### src/rtl/isp_conv_pkg.sv
// Shared helpers for the ISP mask/demosaic stages: width math and output limiting.
package isp_conv_pkg;

    function automatic int unsigned clog2(input int unsigned n);
        int unsigned r;
        r = 0;
        for (int i = 0; i < 32; i++) begin
            if ((64'd1 << i) < 64'(n)) r = 32'(i + 1);
        end
        return r;
    endfunction

    // Accumulator width that cannot overflow for ntap signed products.
    function automatic int unsigned acc_w(input int unsigned dw, input int unsigned cw,
                                          input int unsigned ntap);
        return dw + cw + 1 + clog2(ntap);
    endfunction

    // Negative handling (clamp to 0 or absolute value), then saturate to dw bits.
    function automatic logic [63:0] sat_clamp(input logic signed [63:0] v, input logic abs_en,
                                              input int unsigned dw);
        logic signed [63:0] a;
        logic signed [63:0] lim;
        lim = (64'sd1 <<< dw) - 64'sd1;
        if (v < 64'sd0) a = abs_en ? -v : 64'sd0;
        else            a = v;
        if (a > lim) a = lim;
        return a;
    endfunction

endpackage

### src/rtl/conv_add_tree.sv
// Registered two-level signed reduction: groups of four (S2), then final sum (S3).
module conv_add_tree #(
    parameter int unsigned N  = 13,
    parameter int unsigned W  = 19,
    parameter int unsigned OW = 23
) (
    input  logic                 isp_clk,
    input  logic                 rst_n,
    input  logic                 en,
    input  logic [N*W-1:0]       terms,
    output logic signed [OW-1:0] sum
);

    localparam int unsigned NG = (N + 3) / 4;

    logic [NG*4*W-1:0]   padded;
    logic signed [OW-1:0] part_c [NG];
    logic signed [OW-1:0] part_q [NG];
    logic signed [OW-1:0] total_c;

    // Zero-padding to a multiple of four keeps every group select in range.
    assign padded = (NG*4*W)'(terms);

    always_comb begin
        for (int g = 0; g < NG; g++) begin
            part_c[g] = '0;
            for (int j = 0; j < 4; j++) begin
                part_c[g] = part_c[g] + OW'($signed(padded[(g*4+j)*W +: W]));
            end
        end
    end

    always_comb begin
        total_c = '0;
        for (int g = 0; g < NG; g++) total_c = total_c + part_q[g];
    end

    always_ff @(posedge isp_clk or negedge rst_n) begin
        if (!rst_n) begin
            for (int g = 0; g < NG; g++) part_q[g] <= '0;
            sum <= '0;
        end else if (en) begin
            for (int g = 0; g < NG; g++) part_q[g] <= part_c[g];
            sum <= total_c;
        end
    end

endmodule

### src/rtl/conv_mask_wsum_n.sv
// N-tap weighted-sum mask stage: runtime signed coefficients, frame-aligned cfg swap,
// 4-stage pipeline with back-pressure, clamp-or-abs output with saturation.
module conv_mask_wsum_n
    import isp_conv_pkg::*;
#(
    parameter int unsigned DW   = 12,
    parameter int unsigned TW   = 4,
    parameter int unsigned NTAP = 13,
    parameter int unsigned CW   = 6,
    parameter bit          RND  = 1'b1
) (
    input  logic                   isp_clk,
    input  logic                   rst_n,
    input  logic                   din_vld,
    output logic                   din_rdy,
    input  logic                   din_sof,
    input  logic [NTAP*(DW+TW)-1:0] din_pix,
    input  logic                   cfg_load,
    input  logic [NTAP*CW-1:0]     cfg_coef,
    input  logic [3:0]             cfg_shift,
    input  logic                   cfg_abs,
    output logic                   dout_vld,
    input  logic                   dout_rdy,
    output logic [DW+TW-1:0]       Dout
);

    localparam int unsigned WW   = DW + TW;
    localparam int unsigned PW   = DW + CW + 1;
    localparam int unsigned ACCW = acc_w(DW, CW, NTAP);
    localparam int unsigned RW   = ACCW + 1;

    logic en, accept, sof_acc;

    logic [NTAP*CW-1:0] sh_coef, ac_coef, coef_sel_c;
    logic [3:0]         sh_shift, ac_shift, shift_sel_c;
    logic               sh_abs, ac_abs, abs_sel_c;

    logic signed [PW-1:0] pix_ext, coef_ext;
    logic [NTAP*PW-1:0]   prod_c, prod_q;

    logic          vld1, vld2, vld3;
    logic [TW-1:0] tag1, tag2, tag3;
    logic [3:0]    shift1, shift2, shift3;
    logic          abs1, abs2, abs3;

    logic signed [ACCW-1:0] sum3;
    logic signed [RW-1:0]   rnd_c, rsum_c, v_c;
    logic [DW-1:0]          res_c;
    logic                   unused_pix;

    assign en      = dout_rdy | ~dout_vld;
    assign din_rdy = en;
    assign accept  = din_vld & en;
    assign sof_acc = accept & din_sof;

    // Only tap-0 tag travels; the other taps' tags are intentionally dropped.
    assign unused_pix = ^din_pix;

    // The SOF window already sees the set it is promoting into active.
    assign coef_sel_c  = sof_acc ? sh_coef  : ac_coef;
    assign shift_sel_c = sof_acc ? sh_shift : ac_shift;
    assign abs_sel_c   = sof_acc ? sh_abs   : ac_abs;

    always_ff @(posedge isp_clk or negedge rst_n) begin
        if (!rst_n) begin
            sh_coef  <= '0;
            sh_shift <= '0;
            sh_abs   <= 1'b0;
            ac_coef  <= '0;
            ac_shift <= '0;
            ac_abs   <= 1'b0;
        end else begin
            if (cfg_load) begin
                sh_coef  <= cfg_coef;
                sh_shift <= cfg_shift;
                sh_abs   <= cfg_abs;
            end
            if (sof_acc) begin
                ac_coef  <= sh_coef;
                ac_shift <= sh_shift;
                ac_abs   <= sh_abs;
            end
        end
    end

    // S1 multipliers: unsigned pixel against signed coefficient.
    always_comb begin
        prod_c   = '0;
        pix_ext  = '0;
        coef_ext = '0;
        for (int k = 0; k < NTAP; k++) begin
            pix_ext  = PW'($signed({1'b0, din_pix[k*WW+TW +: DW]}));
            coef_ext = PW'($signed(coef_sel_c[k*CW +: CW]));
            prod_c[k*PW +: PW] = pix_ext * coef_ext;
        end
    end

    always_ff @(posedge isp_clk or negedge rst_n) begin
        if (!rst_n) begin
            vld1   <= 1'b0;
            prod_q <= '0;
            tag1   <= '0;
            shift1 <= '0;
            abs1   <= 1'b0;
            vld2   <= 1'b0;
            tag2   <= '0;
            shift2 <= '0;
            abs2   <= 1'b0;
            vld3   <= 1'b0;
            tag3   <= '0;
            shift3 <= '0;
            abs3   <= 1'b0;
        end else if (en) begin
            vld1 <= accept;
            if (accept) begin
                prod_q <= prod_c;
                tag1   <= din_pix[TW-1:0];
                shift1 <= shift_sel_c;
                abs1   <= abs_sel_c;
            end
            vld2   <= vld1;
            tag2   <= tag1;
            shift2 <= shift1;
            abs2   <= abs1;
            vld3   <= vld2;
            tag3   <= tag2;
            shift3 <= shift2;
            abs3   <= abs2;
        end
    end

    conv_add_tree #(
        .N  (NTAP),
        .W  (PW),
        .OW (ACCW)
    ) u_tree (
        .isp_clk (isp_clk),
        .rst_n   (rst_n),
        .en      (en),
        .terms   (prod_q),
        .sum     (sum3)
    );

    // S4: optional round-half-up, arithmetic shift, then clamp/abs and saturate.
    always_comb begin
        rnd_c = '0;
        if (RND && (shift3 != 4'd0)) rnd_c = RW'(1) << (shift3 - 4'd1);
        rsum_c = RW'(sum3) + rnd_c;
        v_c    = rsum_c >>> shift3;
        res_c  = DW'(sat_clamp(64'(v_c), abs3, DW));
    end

    always_ff @(posedge isp_clk or negedge rst_n) begin
        if (!rst_n) begin
            dout_vld <= 1'b0;
            Dout     <= '0;
        end else if (en) begin
            dout_vld <= vld3;
            if (vld3) Dout <= {res_c, tag3};
        end
    end

endmodule

### config.mk
export PLATFORM = sky130hd
export DESIGN_NAME = conv_mask_wsum_n
export DESIGN_NICKNAME = d
export VERILOG_FILES = /design/src/rtl/isp_conv_pkg.sv /design/src/rtl/conv_add_tree.sv /design/src/rtl/conv_mask_wsum_n.sv
export SDC_FILE = /design/constraint.sdc
export NUM_CORES = 2
export LEC_CHECK = 0
export ABC_AREA = 1
export BUFFER_PORTS_ARGS = -buffer_cell sky130_fd_sc_hd__buf_4
export CORE_MARGIN = 1.5
export CORE_UTILIZATION = 40
export CTS_CLUSTER_SIZE = 28
export DETAILED_ROUTE_END_ITERATION = 8
export PLACE_DENSITY = 0.55
export SETUP_SLACK_MARGIN = 0.1
export SYNTH_ARGS = -nofsm -noshare
export SYNTH_HDL_FRONTEND = slang
export SYNTH_SLANG_ARGS = --single-unit
export TNS_END_PERCENT = 1
### constraint.sdc
create_clock -name isp_clk -period 9.25 [get_ports isp_clk]
set_clock_uncertainty 0.1 [all_clocks]
set_input_delay 1.85 -clock isp_clk [delete_from_list [all_inputs] [get_ports isp_clk]]
set_output_delay 1.85 -clock isp_clk [all_outputs]
set_load 0.005 [all_outputs]
======== Word level (Yosys, flattened, before mapping) ========
Index checks and enable logic that the tools add are counted.
storage, ports and cells
  register bits after elaboration ......... 571
  bits in latches ......................... 0
  memory bits (writable) .................. 0
  bits in read-only memories .............. 0
  bits of input ports ..................... 297
  output and inout port bits .............. 18
  word-level logic and storage cells ...... 72
  memories kept ........................... 0
operators by class
  add/sub/neg operators ................... 15
  multiply operators ...................... 13
  divide/modulo/power cells ............... 0
  $lt $le $gt $ge ......................... 2
  eq/ne operators ......................... 0
  shift operators ......................... 2
  muxes and demuxes ....................... 7
  bitwise gates (word level) .............. 4
  reduce and logical (&&, ||, !) cells .... 3
operators with widths
  kind                                                              number
  multiplier 13 x 6 -> 19 bit                                       13
  two-way mux 64 bit                                                2
  adder 23 x 19 -> 23 bit                                           4
  two-way mux 78 bit                                                1
  greater-than comparator 64 x 13 -> 1 bit (second input constant)  1
  negation 24 -> 64 bit                                             1
  adder 20 x 19 -> 21 bit                                           3
  adder 19 x 19 -> 20 bit                                           3
  adder 23 bit                                                      2
  adder 23 x 24 -> 24 bit                                           1
  < comparator 24 x 1 -> 1 bit (second input constant)              1
  two-way mux 24 bit                                                1
  left shift 1 x 4 -> 24 bit (first input constant)                 1
  >>> shifter 24 x 4 -> 24 bit                                      1
  two-way mux 12 bit                                                1
  two-way mux 4 bit                                                 1
  AND reduction 2 bit                                               2
  nonzero test 4 bit                                                1
  subtractor 4 x 1 -> 4 bit (second input constant)                 1
  bitwise AND 1 bit                                                 2
  two-way mux 1 bit                                                 1
  NOT 1 bit                                                         1
  OR 1 bit                                                          1

======== Depth between registers and ports, before layout ========
  depth in word-level cells ............... 10
  depth in mapped cells ................... 46
  mapped depth without buffers ............ 43

======== Modules after synthesis ========
From an unflattened synthesis, not the netlist that was laid out.
unflattened totals
  cell total of the unflattened synthesis .. 7954
  area, all modules ....................... 63124.3 um^2
by module, submodules not included
  module            times used  cells an instance  area each (um^2)  sequential area each (um^2)
  conv_mask_wsum_n  1           5955               49179.7           11511.0
  conv_add_tree     1           1999               13944.6           2702.6

======== Least setup slack after synthesis ========
Ideal clock, no wire load.
  path type ............................... input to register
  start ................................... input port dout_rdy
  end ..................................... register prod_q[170]
  setup time .............................. 133 ps
  data arrival time ....................... 7891 ps
  required time ........................... 9017 ps
  slack ................................... 1126 ps
  stages on the path ...................... 33
  path buffers ............................ 2
  cell sequence ........................... nor2_1 -> inv_1 -> nand2_1 -> inv_1 -> nand2_1 -> clkbuf_1 -> clkbuf_1 -> nand2_1 -> o21ai_0 -> inv_1 -> nand2_1 -> fa_1 -> fa_1 -> fa_1 -> inv_1 -> fa_1 -> fa_1 -> a21o_1 -> a21oi_1 -> inv_1 -> a21oi_1 -> o21ai_0 -> and2_1 -> o21ai_0 -> nand2_1 -> a21o_1 -> a21oi_1 -> o21ai_0 -> a21oi_1 -> nor2_1 -> nor2_1 -> xor2_1 -> o21ai_0
on the way
  cells in the longest elaborated chain, start to end .. 5
  elaborated cells between the ends (all ways) .. 6
  classes of those cells .................. 1 x mul; 1 x mux; 3 x bitwise; 1 x reduce/logical
RTL lines
  item                         line                     RTL
  start: declaration           conv_mask_wsum_n.sv:23   input logic dout_rdy,
  OR 1 bit                     conv_mask_wsum_n.sv:51   assign en = dout_rdy | ~dout_vld;
  bitwise AND 1 bit            conv_mask_wsum_n.sv:53   assign accept = din_vld & en;
  bitwise AND 1 bit            conv_mask_wsum_n.sv:54   assign sof_acc = accept & din_sof;
  two-way mux 78 bit           n/a
  net coef_sel_c[53]           conv_mask_wsum_n.sv:34   logic [NTAP*CW-1:0] sh_coef, ac_coef, coef_sel_c;
  multiplier 13 x 6 -> 19 bit  conv_mask_wsum_n.sv:94   prod_c[k*PW +: PW] = pix_ext * coef_ext;
  end signal: assignment       conv_mask_wsum_n.sv:116  prod_q <= prod_c;
  end: declaration             conv_mask_wsum_n.sv:39   logic [NTAP*PW-1:0] prod_c, prod_q;
The timed path passes the listed nets, and every way through them passes these cells.
A chain may end at the register's enable or synchronous reset.

======== Worst setup path in the final report ========
  start ................................... input port dout_rdy
  end ..................................... register prod_q[94]
The elaborated chain is that of the path after synthesis.

==> results.cfg <==
[run_status]
outcome = completed

[worst_setup_path]
cp_max_fo = 55
rrSetupSlack_ns = 1.60
endpoint_kind = flop
start_kind = input pin
r2r_start = dout_vld$_DFFE_PN0N_
slowest_stage = fa_1
critPathKind = in -> reg
ff2ff_path_depth = 33
r2r_end = prod_q[94]$_DFFE_PN0P_
cp.required_ns = 9.69
max_stage_delay_ns = 0.54
crit_arrival_ns = 8.81

[yosys]
yosys.area.top_type = dfrtp_1
synthCells = 7226
synth_cell_types = 53
syn_nets = 8891
seq_area_frac_synth_pct = 23.54
synth_seq_cells = 571
synth.avg_cell_area_sq_um = 8.399
synth_top_cell_area_share_pct = 23.54
yosysWarningCount = 0
synth_edf_count = 0
synthesis.area_sq_mm = 0.06069
synthFlopType = dfrtp_1
synth_async_sr_flop_share_pct = 100.0
synth_area_leaders = dfrtp_1, fa_1, ha_1

[place]
hpwl_mm = 125.2
port_buffers = 266
place_ws_ns = 0.1822
dp_cells = 9381
place.gp.congestion = 0.8859

[sta]
fin_setup_tns_ns = 0
worst_pin_slew_ns = 1.035
period_needed_ns = 8.372
finalHoldViolCount = 0
grt_setup_unrepaired = false
max_freq_mhz = 119.4
slew_violations = 0
setup_viol = 0
finalCritPeriodShare_pct = 90.51
relSlewSlack_pct = 30.98
timing.final.ws_setup_ns = 0.8778

[clock_network]
numClockSinks = 571
postCtsResizedCells = 0
cts_buffers = 78
cts_tree = built
ctsHoldBuffers = 0
post-cts-setup-buffers = 0
htreeDepth = 3
clock_latency_ns = 0.69
clockBufferDepth = 3
clockRootBuffer = clkbuf_16
path_clk_slew_ns = 0.06

[die]
dieHeight_microns = 392.5
io_pins = 315
core_sq_mm = 0.1503
rows = 142
start_util_pct = 40.38
die-area_sq_mm = 0.1541
die_w_microns = 392.5

[detailed_routing]
wl_per_cell_microns = 16.25
ant_nets = 0
routed-via-count = 46690
viasPerCell = 4.901
drc = 0
drt_iter0_drc = 2294
first_pass_iters = 5
routed_wl_mm = 154.8

[worst_hold_path]
hp-start = prod_q[231]$_DFFE_PN0P_
hold_path_depth = 2
hold_class = reg -> reg
hold_end = u_tree.part_q[3]$_DFFE_PN0N_

[final_layout]
final_layout_size_suffix_gt1_share_pct = 9.365
seqCellArea_sq_mm = 0.01429
syn_to_final_growth_pct = 11.65
multiInputGateArea_sq_mm = 0.04149
nNetsFinal = 9110
final_util_pct = 45.08
fillers = 15090
final_cells = 9527

[global_routing]
grt_start_max_net_pins = 204
overflow = 0
antenna_found_initial = 9
grt_pass1_vias = 48310
track_usage_pct = 20.78
grt_pass1_wl_mm = 255.2

[run]
maxCapViolCount = 0
## worst max-delay path by stage
stage / from / endpoint / slack [ns] / cells past startpoint
3_3_place_gp: dout_rdy / prod_q[74]$_DFFE_PN0P_ / 0.20 / 36
6_report: dout_rdy / prod_q[94]$_DFFE_PN0P_ / 0.88 / 33
3_5_place_dp: dout_rdy / prod_q[74]$_DFFE_PN0P_ / 0.18 / 36
5_1_grt: dout_rdy / prod_q[74]$_DFFE_PN0P_ / 0.34 / 36
4_1_cts: dout_rdy / prod_q[74]$_DFFE_PN0P_ / 0.91 / 36
2_1_floorplan: dout_rdy / prod_q[170]$_DFFE_PN0P_ / 1.13 / 33
## final cells by class
type,count,share of cell area (%)
multi-input combinational,5352,61.23
tap,2016,3.723
clock inverter,38,0.9177
clock buffer,104,3.231
timing repair buffer,307,3.505
antenna,4,0.01477
inverter,1135,6.293
sequential,571,21.09
## cells by family (layout without fill, tap and decap cells)
family / count (synthesis) / count (layout) / synth area share, %
compound gates: 873 / 873 / 7.839
mux: 79 / 79 / 1.464
simple gates: 2734 / 2734 / 18.60
fa+ha+maj: 1368 / 1368 / 36.13
buf+inv: 1303 / 1584 / 8.131
flops: 571 / 571 / 23.54
xor+xnor: 297 / 297 / 4.286
other cells: 1 / 5 / 0.006179
## placed cells by master, fill, tap and decap left out, types with 9 or more instances in the layout
cell type,synthesis,routed
nand3_1,259,259
clkinv_2,0,9
o21bai_1,62,62
clkbuf_16,0,78
clkbuf_1,132,12
o21ai_1,13,13
inv_1,1067,1065
a21o_1,17,17
and2_1,9,9
nor2_2,11,11
nor2_1,464,463
a31oi_1,22,22
nor3_1,12,12
buf_4,3,301
ha_1,727,727
or2_2,59,59
nand2_2,31,31
mux2_2,78,78
nand2_1,1816,1814
nand4_1,21,21
dfrtp_1,571,571
nand3_2,30,30
xor2_1,200,200
o31ai_1,27,27
clkbuf_8,0,14
nor2_4,9,10
fa_1,641,641
a21oi_2,11,11
clkinv_1,45,45
xnor2_1,97,97
bufinv_16,0,11
inv_2,23,23
a21oi_1,300,300
o21ai_0,402,402
## synth_stat cells (all sizes together), types with 17 or more instances
cell type     n
nand2      1851
inv        1090
ha          727
fa          641
dfrtp       571
nor2        485
o21ai       415
a21oi       311
nand3       290
xor2        200
clkbuf      132
xnor2        97
mux2         78
o21bai       62
or2          60
clkinv       45
buf          36
o31ai        27
a31oi        22
nand4        22
a21o         17
## per-stage QoR
step	hold WS (ns)	area, sq um
final	0.3723	67760
after global routing	0.3914	67760
after CTS	0.3720	67750
after detailed placement	0.3566	64940
after global placement	0.3514	64940
after floorplan	0.3317	60690
## worst max-delay path, delay by kind of cell
| family | cells | cell delay (ns) |
|---|---|---|
| AOI/OAI and AO/OA | 9 | 1.51 |
| buffers and inverters | 7 | 1.30 |
| xor gates and xnor gates | 1 | 0.15 |
| adders and majority gates | 5 | 2.47 |
| and+or+nand+nor | 11 | 1.44 |
## state kept, by name, summed over array words and instances, names as in the netlist, 4 cells and up
signal,flops
shift2,4
shift3,4
shift1,4
tag3,4
tag1,4
ac_coef,78
sh_coef,78
u_tree.part_q,88
sh_shift,4
Dout,16
prod_q,247
ac_shift,4
u_tree.sum,23
tag2,4
## routing by layer
layer | vias to the layer above | global-route usage [%] | wire, microns
li1 | 23150 | - | -
met1 | 22690 | 28.51 | 73170
met2 | 639 | 34.62 | 72590
met3 | 205 | 2.689 | 5261
met4 | 10 | 5.102 | 3758
met5 | - | 0 | 58
Power is not shown: default switching activity piles up to over one toggle a cycle in this logic, so the estimate is an artifact.
